File: config.mk
export PLATFORM = sky130hd
export DESIGN_NAME = gf4_div_seq
export DESIGN_NICKNAME = d
export VERILOG_FILES = /design/src/rtl/gf4_div_seq.sv
export SDC_FILE = /design/constraint.sdc
export NUM_CORES = 1
export LEC_CHECK = 0
export BUFFER_PORTS_ARGS = -buffer_cell sky130_fd_sc_hd__buf_2
export CELL_PAD_IN_SITES_DETAIL_PLACEMENT = 0
export CELL_PAD_IN_SITES_GLOBAL_PLACEMENT = 2
export CORE_ASPECT_RATIO = 0.9
export CORE_MARGIN = 10
export CORE_UTILIZATION = 32
export CTS_BUF_LIST = sky130_fd_sc_hd__clkbuf_2
export DETAILED_ROUTE_END_ITERATION = 10
export PLACE_DENSITY = 0.74
export SLEW_MARGIN = 15
export SYNTH_ARGS = -nofsm -noshare
export SYNTH_HDL_FRONTEND = slang
export SYNTH_SLANG_ARGS = --single-unit
File: constraint.sdc
create_clock -name clk -period 2 [get_ports clk]
set_input_delay 0.4 -clock clk [delete_from_list [all_inputs] [get_ports clk]]
set_output_delay 0.4 -clock clk [all_outputs]
set_load 0.02 [all_outputs]
File: src/rtl/gf4_div_seq.sv
// Sequential GF(2^4) divider: q = a * b^14 using one time-shared multiplier.
// Optional div_by_zero output is built when GF4_DIV_ZERO_FLAG_EN is defined.
module gf4_div_seq #(
    parameter logic [3:0] POLY = 4'b0011
) (
    input  logic       clk,
    input  logic       rst,
    input  logic       in_valid,
    output logic       in_ready,
    input  logic [3:0] a,
    input  logic [3:0] b,
    output logic       out_valid,
    input  logic       out_ready,
    output logic [3:0] q
`ifdef GF4_DIV_ZERO_FLAG_EN
    ,
    output logic       div_by_zero
`endif
);

    // Handshakes: a transfer happens on any rising edge where valid && ready
    // are both high; valid holds its payload stable until that edge.
    typedef enum logic [1:0] {
        IDLE = 2'd0,
        EXP  = 2'd1,
        MUL  = 2'd2,
        DONE = 2'd3
    } state_t;

    state_t     state;
    state_t     state_next;
    logic [3:0] a_r;
    logic [3:0] b_r;
    logic [3:0] acc;
    logic [3:0] cnt;
    logic [3:0] mul_x;
    logic [3:0] mul_p;

    // Shift-and-add multiply, reducing by x^4+POLY after every shift.
    function automatic logic [3:0] gf_mul(input logic [3:0] x, input logic [3:0] y);
        logic [3:0] p;
        p = 4'h0;
        for (int i = 3; i >= 0; i--) begin
            p = {p[2:0], 1'b0} ^ (p[3] ? POLY : 4'h0);
            if (y[i]) p = p ^ x;
        end
        return p;
    endfunction

    // The single multiplier: acc*b_r while exponentiating, acc*a_r for the final product.
    assign mul_x = (state == MUL) ? a_r : b_r;
    assign mul_p = gf_mul(acc, mul_x);

    always_ff @(posedge clk) begin
        if (rst) state <= IDLE;
        else     state <= state_next;
    end

    always_comb begin
        state_next = state;
        case (state)
            IDLE: if (in_valid) state_next = EXP;
            EXP:  if (cnt == 4'd12) state_next = MUL;
            MUL:  state_next = DONE;
            DONE: if (out_ready) state_next = IDLE;
            default: state_next = IDLE;
        endcase
    end

    always_comb begin
        in_ready  = (state == IDLE);
        out_valid = (state == DONE);
    end

    always_ff @(posedge clk) begin
        if (rst) begin
            a_r <= 4'h0;
            b_r <= 4'h0;
            acc <= 4'h0;
            cnt <= 4'h0;
            q   <= 4'h0;
        end else begin
            case (state)
                IDLE: if (in_valid) begin
                    a_r <= a;
                    b_r <= b;
                    acc <= b;
                    cnt <= 4'h0;
                end
                EXP: begin
                    acc <= mul_p;
                    cnt <= cnt + 4'd1;
                end
                MUL: q <= mul_p;
                default: ;
            endcase
        end
    end

`ifdef GF4_DIV_ZERO_FLAG_EN
    always_ff @(posedge clk) begin
        if (rst)                            div_by_zero <= 1'b0;
        else if (state == IDLE && in_valid) div_by_zero <= (b == 4'h0);
    end
`endif

endmodule

# ---- Word level (Yosys, flattened, before mapping)
# Cells that the tools add are included.
dict set report totals {
  register_bits 22
  out_inout_bits 6
  wordCells 41
}
dict set report op_classes {
  add_sub_neg 1
  n_eq_ne 7
  mux 16
  bitwise 6
  reduce_logical 5
}
# op n
set ops {}
lappend ops {{$mux 4} 7}
lappend ops {{$pmux 4 s2} 2}
lappend ops {{$mux 2} 6}
lappend ops {{$xor 4x2->4} 3}
lappend ops {{$xor 4x4->4} 3}
lappend ops {{$pmux 2 s4} 1}
lappend ops {{$add 4x1->4 const B} 1}
lappend ops {{$eq 2x2->1 const B} 2}
lappend ops {{$eq 4x4->1 const B} 1}
lappend ops {{$ne 2x2->1 const B} 2}
lappend ops {{$reduce_and 2->1} 2}
lappend ops {{$reduce_and 3->1} 1}
lappend ops {{$eq 2x1->1 const B} 1}
lappend ops {{$logic_not 2->1} 1}
lappend ops {{$ne 2x1->1 const B} 1}
lappend ops {{$reduce_bool 2->1} 1}

# ---- Depth between registers and ports, before layout
dict set report depth {
  depth_word 16
  mapped_depth 8
  ltp_nobuf 7
}

# ---- Worst setup path before layout
# OpenSTA, ideal clock, no wires.
dict set report synth_timing {
  kind {reg-to-reg}
  startpoint {register state[0]}
  endpoint {register acc[1]}
  setup_time_ps 132
  arrival_ps 1923
  required_time_ps 1868
  slack_ps -55
  stages_incl_launch_ff 8
  cell_sequence {dfxtp_1 > inv_1 > ha_1 > mux2_4 > nand2_1 > xnor3_2 > xnor3_1 > o22ai_1}
}
dict set report synth_between {
  elab_chain_len 14
  word_cells_on_any_way 20
  classes_between {3 x eq/ne; 8 x mux; 6 x bitwise; 3 x reduce/logical}
}
# element line_no
set synth_lines {}
lappend synth_lines {{from (decl)} 30} ;# state_t state;
lappend synth_lines {{from (signal assigned)} 56} ;# else state <= state_next;
lappend synth_lines {{$eq 2x2->1} 51} ;# assign mul_x = (state == MUL) ? a_r : b_r;
lappend synth_lines {{$mux 4} 51}
lappend synth_lines {{$mux 4} 45} ;# if (y[i]) p = p ^ x;
lappend synth_lines {{$xor 4x2->4} 44} ;# p = {p[2:0], 1'b0} ^ (p[3] ? POLY : 4'h0);
lappend synth_lines {{$xor 4x4->4} 45}
lappend synth_lines {{$mux 4} 45}
lappend synth_lines {{$mux 2 / $xor 4x2->4 (equally long branches)} 44}
lappend synth_lines {{$xor 4x2->4 / $xor 4x4->4 (equally long branches)} {44, 45}}
lappend synth_lines {{$xor 4x4->4 / $mux 4 (equally long branches)} 45}
lappend synth_lines {{$mux 4 / $mux 2 (equally long branches)} {45, 44}}
lappend synth_lines {{$xor 4x2->4} 44}
lappend synth_lines {{$xor 4x4->4} 45}
lappend synth_lines {{$mux 4} 45}
lappend synth_lines {{$pmux 4 s2} 83} ;# case (state)
lappend synth_lines {{to (signal assigned)} 91} ;# acc <= mul_p;
lappend synth_lines {{to (decl)} 34} ;# logic [3:0] acc;
# Parallel ways exist; a longest one is shown, timed or not.
# A chain may end at the register's enable or synchronous reset.

# ---- Final worst setup path
dict set report layout_timing {
  startpoint {register state[0]}
  endpoint {register q[0]}
}
dict set report layout_between {
  elab_chain_len 13
}
# element line_no
set layout_lines {}
lappend layout_lines {{$eq 2x2->1 (*)} {51, 83}}
lappend layout_lines {{$mux 4} 51}
lappend layout_lines {{$mux 4} 45}
lappend layout_lines {{$xor 4x2->4} 44}
lappend layout_lines {{$xor 4x4->4} 45}
lappend layout_lines {{$mux 4} 45}
lappend layout_lines {{$xor 4x2->4} 44}
lappend layout_lines {{$xor 4x4->4} 45}
lappend layout_lines {{$mux 4} 45}
lappend layout_lines {{$mux 2} 44}
lappend layout_lines {{$xor 4x2->4} 44}
lappend layout_lines {{$xor 4x4->4} 45}
lappend layout_lines {{$mux 4} 45}
lappend layout_lines {{to (signal assigned)} 94} ;# MUL: q <= mul_p;
lappend layout_lines {{to (decl)} 14} ;# output logic [3:0] q
# Mark *: on every way between the ends. The rest lies on a longest branch, timed or not.

==> impl_metrics.prom <==
# TYPE chip_impl_metric gauge
chip_impl_metric{name="area_used_by_sequential_logic_in_the_layout",unit="um^2"} 443
chip_impl_info{name="yosys.area.top_type",value="sky130_fd_sc_hd__dfxtp_1"} 1
chip_impl_metric{name="avgRoutedWirePerCell",unit="um"} 14.2
chip_impl_metric{name="synthesized_flop_and_latch_total",unit=""} 22
chip_impl_metric{name="number_of_buffers_created_by_cts",unit=""} 3
chip_impl_metric{name="report.final.slew_viol_count",unit=""} 0
chip_impl_metric{name="max_clock_freq",unit="GHz"} 0.513
chip_impl_info{name="regToRegStartpoint",value="state[0]$_SDFFE_PP0P_"} 1
chip_impl_metric{name="number_of_fill_cells_in_the_layout",unit=""} 402
chip_impl_metric{name="synth-edff-count",unit=""} 0
chip_impl_metric{name="coreArea",unit="um^2"} 3760
chip_impl_metric{name="portBuffers",unit=""} 17
chip_impl_metric{name="final-setup-viol-count",unit=""} 0
chip_impl_metric{name="routed_wirelength",unit="mm"} 3.10
chip_impl_metric{name="grt_overflow",unit=""} 0
chip_impl_metric{name="initial_utilization",unit="%"} 33.4
chip_impl_metric{name="first_global_vias",unit=""} 1131
chip_impl_metric{name="htree_levels",unit=""} 1
chip_impl_info{name="timing.hold.worst.start",value="a[0]"} 1
chip_impl_metric{name="sw_share",unit="%"} 42.8
chip_impl_metric{name="postSynthAreaPerCell",unit="um^2"} 8.54
chip_impl_metric{name="finalPower",unit="mW"} 1.84
chip_impl_metric{name="worstPathMaxFanout",unit=""} 5
chip_impl_info{name="tritoncts",value="yes"} 1
chip_impl_metric{name="fp.dieW",unit="um"} 86.0
chip_impl_metric{name="ys_warn_count",unit=""} 0
chip_impl_metric{name="postRouteAntennaNets",unit=""} 0
chip_impl_metric{name="antenna_found_initial",unit=""} 0
chip_impl_metric{name="vias",unit=""} 1093
chip_impl_metric{name="final_period_minus_worst_setup_slack",unit="ns"} 1.95
chip_impl_info{name="kind_of_path_behind_the_tightest_hold_check",value="in2reg"} 1
chip_impl_metric{name="cts.reportedPaths.clkPinSlew",unit="ns"} 0.19
chip_impl_metric{name="max-clock-path-buffers",unit=""} 2
chip_impl_metric{name="syn_to_final_growth",unit="%"} 22.4
chip_impl_metric{name="hold_ws",unit="ns"} 0.299
chip_impl_info{name="outcome",value="finished clean"} 1
chip_impl_info{name="grt_setup_unrepaired",value="yes"} 1
chip_impl_info{name="clock_tree.root_cell",value="sky130_fd_sc_hd__clkbuf_2"} 1
chip_impl_info{name="critical_path.endpoint_type",value="flip-flop"} 1
chip_impl_metric{name="drive_gt1_share",unit="%"} 31.4
chip_impl_metric{name="half_perimeter_wire_length_after_placement",unit="mm"} 2.35
chip_impl_metric{name="netlist_instances",unit=""} 147
chip_impl_metric{name="postSynth.asyncResetShare",unit="%"} 0
chip_impl_metric{name="clock_sinks",unit=""} 22
chip_impl_metric{name="crit_required",unit="ns"} 2.25
chip_impl_metric{name="dpl_worst_slack",unit="ns"} -0.0886
chip_impl_metric{name="layout_worst_path_cycle_share",unit="%"} 97.4
chip_impl_metric{name="post_cts_hold_buffer_count",unit=""} 0
chip_impl_metric{name="route.detailed.vias_per_inst",unit=""} 5.01
chip_impl_metric{name="gp_congestion",unit=""} 0.780
chip_impl_metric{name="p_int",unit="mW"} 1.05
chip_impl_metric{name="multiInputGateArea",unit="um^2"} 823
chip_impl_metric{name="floorplan.io_pins",unit=""} 18
chip_impl_info{name="ys_dominant_reg_cell",value="sky130_fd_sc_hd__dfxtp_1"} 1
chip_impl_metric{name="net-switching-power",unit="uW"} 788
chip_impl_info{name="path_class",value="reg2reg"} 1
chip_impl_metric{name="first_pass_grt_wire_length",unit="mm"} 5.24
chip_impl_metric{name="combinational_power_share",unit="%"} 56.0
chip_impl_metric{name="drcViolationCount",unit=""} 0
chip_impl_metric{name="detail_route.iter0.violations",unit=""} 31
chip_impl_metric{name="synth-seq-area-share",unit="%"} 35.1
chip_impl_metric{name="hold_viol",unit=""} 0
chip_impl_metric{name="drt_first_pass_iters",unit=""} 4
chip_impl_metric{name="timing.slew.headroom",unit="%"} 70.5
chip_impl_metric{name="antenna-diode-count",unit=""} 0
chip_impl_metric{name="core.rowCount",unit=""} 21
chip_impl_metric{name="worst_slew_pin_tran",unit="ns"} 0.443
chip_impl_info{name="critPathLaunch",value="state[0]$_SDFFE_PP0P_"} 1
chip_impl_metric{name="synth_largest_type_area_fraction",unit="%"} 35.1
chip_impl_metric{name="cellLeakagePower",unit="nW"} 0.617
chip_impl_metric{name="crit_arrival",unit="ns"} 2.19
chip_impl_metric{name="fin_ws",unit="ns"} 0.0524
chip_impl_metric{name="final.setup_skew",unit="ns"} 0.00806
chip_impl_metric{name="cellPowerDensity",unit="nW/um^2"} 1200
chip_impl_metric{name="clock_insertion_delay_worst_skew",unit="ns"} 0.32
chip_impl_metric{name="syn_area",unit="um^2"} 1250
chip_impl_metric{name="setup_bufs_post_cts",unit=""} 0
chip_impl_metric{name="fin_nets",unit=""} 192
chip_impl_metric{name="synthDistinctLibCells",unit=""} 32
chip_impl_metric{name="vdd.ir_drop.worst",unit="mV"} 0.680
chip_impl_metric{name="seqPwrFrac",unit="%"} 34.9
chip_impl_metric{name="floorplan.die.height",unit="um"} 79.4
chip_impl_metric{name="grt_usage",unit="%"} 9.41
chip_impl_metric{name="fp.dieArea",unit="um^2"} 6830
chip_impl_metric{name="power.clock.fraction",unit="%"} 9.1
chip_impl_info{name="ys_top_cells_by_area",value="sky130_fd_sc_hd__dfxtp_1 35%, sky130_fd_sc_hd__nand2_1 7.8%, sky130_fd_sc_hd__ha_1 6.0%, sky130_fd_sc_hd__a21oi_1 5.2%, sky130_fd_sc_hd__nand3_1 5.2%"} 1
chip_impl_metric{name="cap_viol_max_count",unit=""} 0
chip_impl_metric{name="grt_max_degree",unit=""} 24
chip_impl_info{name="critical_path_source_type",value="flip-flop"} 1
chip_impl_metric{name="synthesis.nets",unit=""} 165
state kept, by name, indices dropped and copies added, names as in the netlist:
signal,cells
cnt,4
q,4
state,2
a_r,4
acc,4
b_r,4
Yosys cell counts (all sizes together), types with 5 or more instances:
master and number:
nand2 27, clkbuf 6, mux2 5, xnor2 5, nor2 9, nand3 13
inv 6, dfxtp 22, a21oi 13, ha 6, a211oi 5
power by group through the flow:
stage | registers (mW) | logic [mW] | clock network, mW
3_3_place_gp | 0.635 | 0.966 | 0
2_1_floorplan | 0.647 | 0.605 | 0
5_1_grt | 0.655 | 1.15 | 0.199
3_5_place_dp | 0.635 | 0.985 | 0
6_report | 0.642 | 1.03 | 0.168
4_1_cts | 0.636 | 1.00 | 0.183
critical path, cell delays in order, from the launching register on:
cell	delay, ns
sky130_fd_sc_hd__dfxtp_2	0.36
sky130_fd_sc_hd__inv_2	0.06
sky130_fd_sc_hd__ha_4	0.18
sky130_fd_sc_hd__mux2_4	0.32
sky130_fd_sc_hd__nand2_1	0.07
sky130_fd_sc_hd__xnor3_2	0.45
sky130_fd_sc_hd__xor2_2	0.22
sky130_fd_sc_hd__a211oi_1	0.22
cells by family (layout without fill, tap and decap cells):
kind of cell	count (synthesis)	after routing	synth area share, %
buffers and inverters	13	38	4.19
AND/OR/NAND/NOR	59	59	21.9
adder cells (fa/ha/maj)	6	6	5.98
AO/OA/AOI/OAI	30	30	15.2
XOR/XNOR	10	10	11.0
multiplexers	7	7	6.68
flip-flops	22	22	35.1
final cells by class:
type / count / area share (%)
well taps: 46 / 3.75
inverters: 6 / 1.47
multi-input cells: 112 / 53.6
flip-flops and latches: 22 / 28.8
clock buffers: 3 / 0.977
repair buffers: 29 / 11.4
per-stage QoR:
step | util, % | std cells | TNS [ns] | area [um^2]
after floorplan | - | 147 | 0 | 1260
after global placement | 38.9 | 215 | -0.0483 | 1460
after detailed placement | 38.9 | 215 | -0.186 | 1460
after CTS | 39.7 | 218 | 0 | 1490
after global routing | 40.9 | 218 | -0.0220 | 1540
final | 40.9 | 218 | 0 | 1540
layout by cell type (no fill, tap or decap), drive strengths merged, types with 3 or more instances in the layout:
master,synthesis,layout
a211oi,5,5
buf,1,29
dfxtp,22,22
clkbuf,6,3
o22ai,3,3
xnor3,3,3
nor2,9,9
o21ai,3,3
xnor2,5,5
mux2,5,5
nand3,13,13
nor4b,3,3
a21oi,13,13
ha,6,6
nand2,27,27
inv,6,6
worst paths after layout:
check	cells after the start	endpoint	slack, ns
setup / recovery	7	q[0]$_SDFFE_PP0P_	0.05
hold / removal	3	a_r[0]$_SDFFE_PP0P_	0.30
setup reg to reg	7	q[0]$_SDFFE_PP0P_	0.05
hold reg to reg	2	b_r[0]$_SDFFE_PP0P_	0.47
metal layers:
layer  GRT usage [%]  vias up  part of all wire, %
li1                -      558                    -
met1            12.5      504                   51
met2            13.4       22                   42
met3            3.37        9                  5.3
met4            3.78        0                  2.0
met5               0        -                    0
what timing repair did:
| action | CTS | global route |
|---|---|---|
| resized for setup | 5 | 9 |
| pin swaps | 3 | 3 |
| endpoints found under the setup margin | 6 | 7 |
Note: power is estimated with default switching activity, not from simulation.
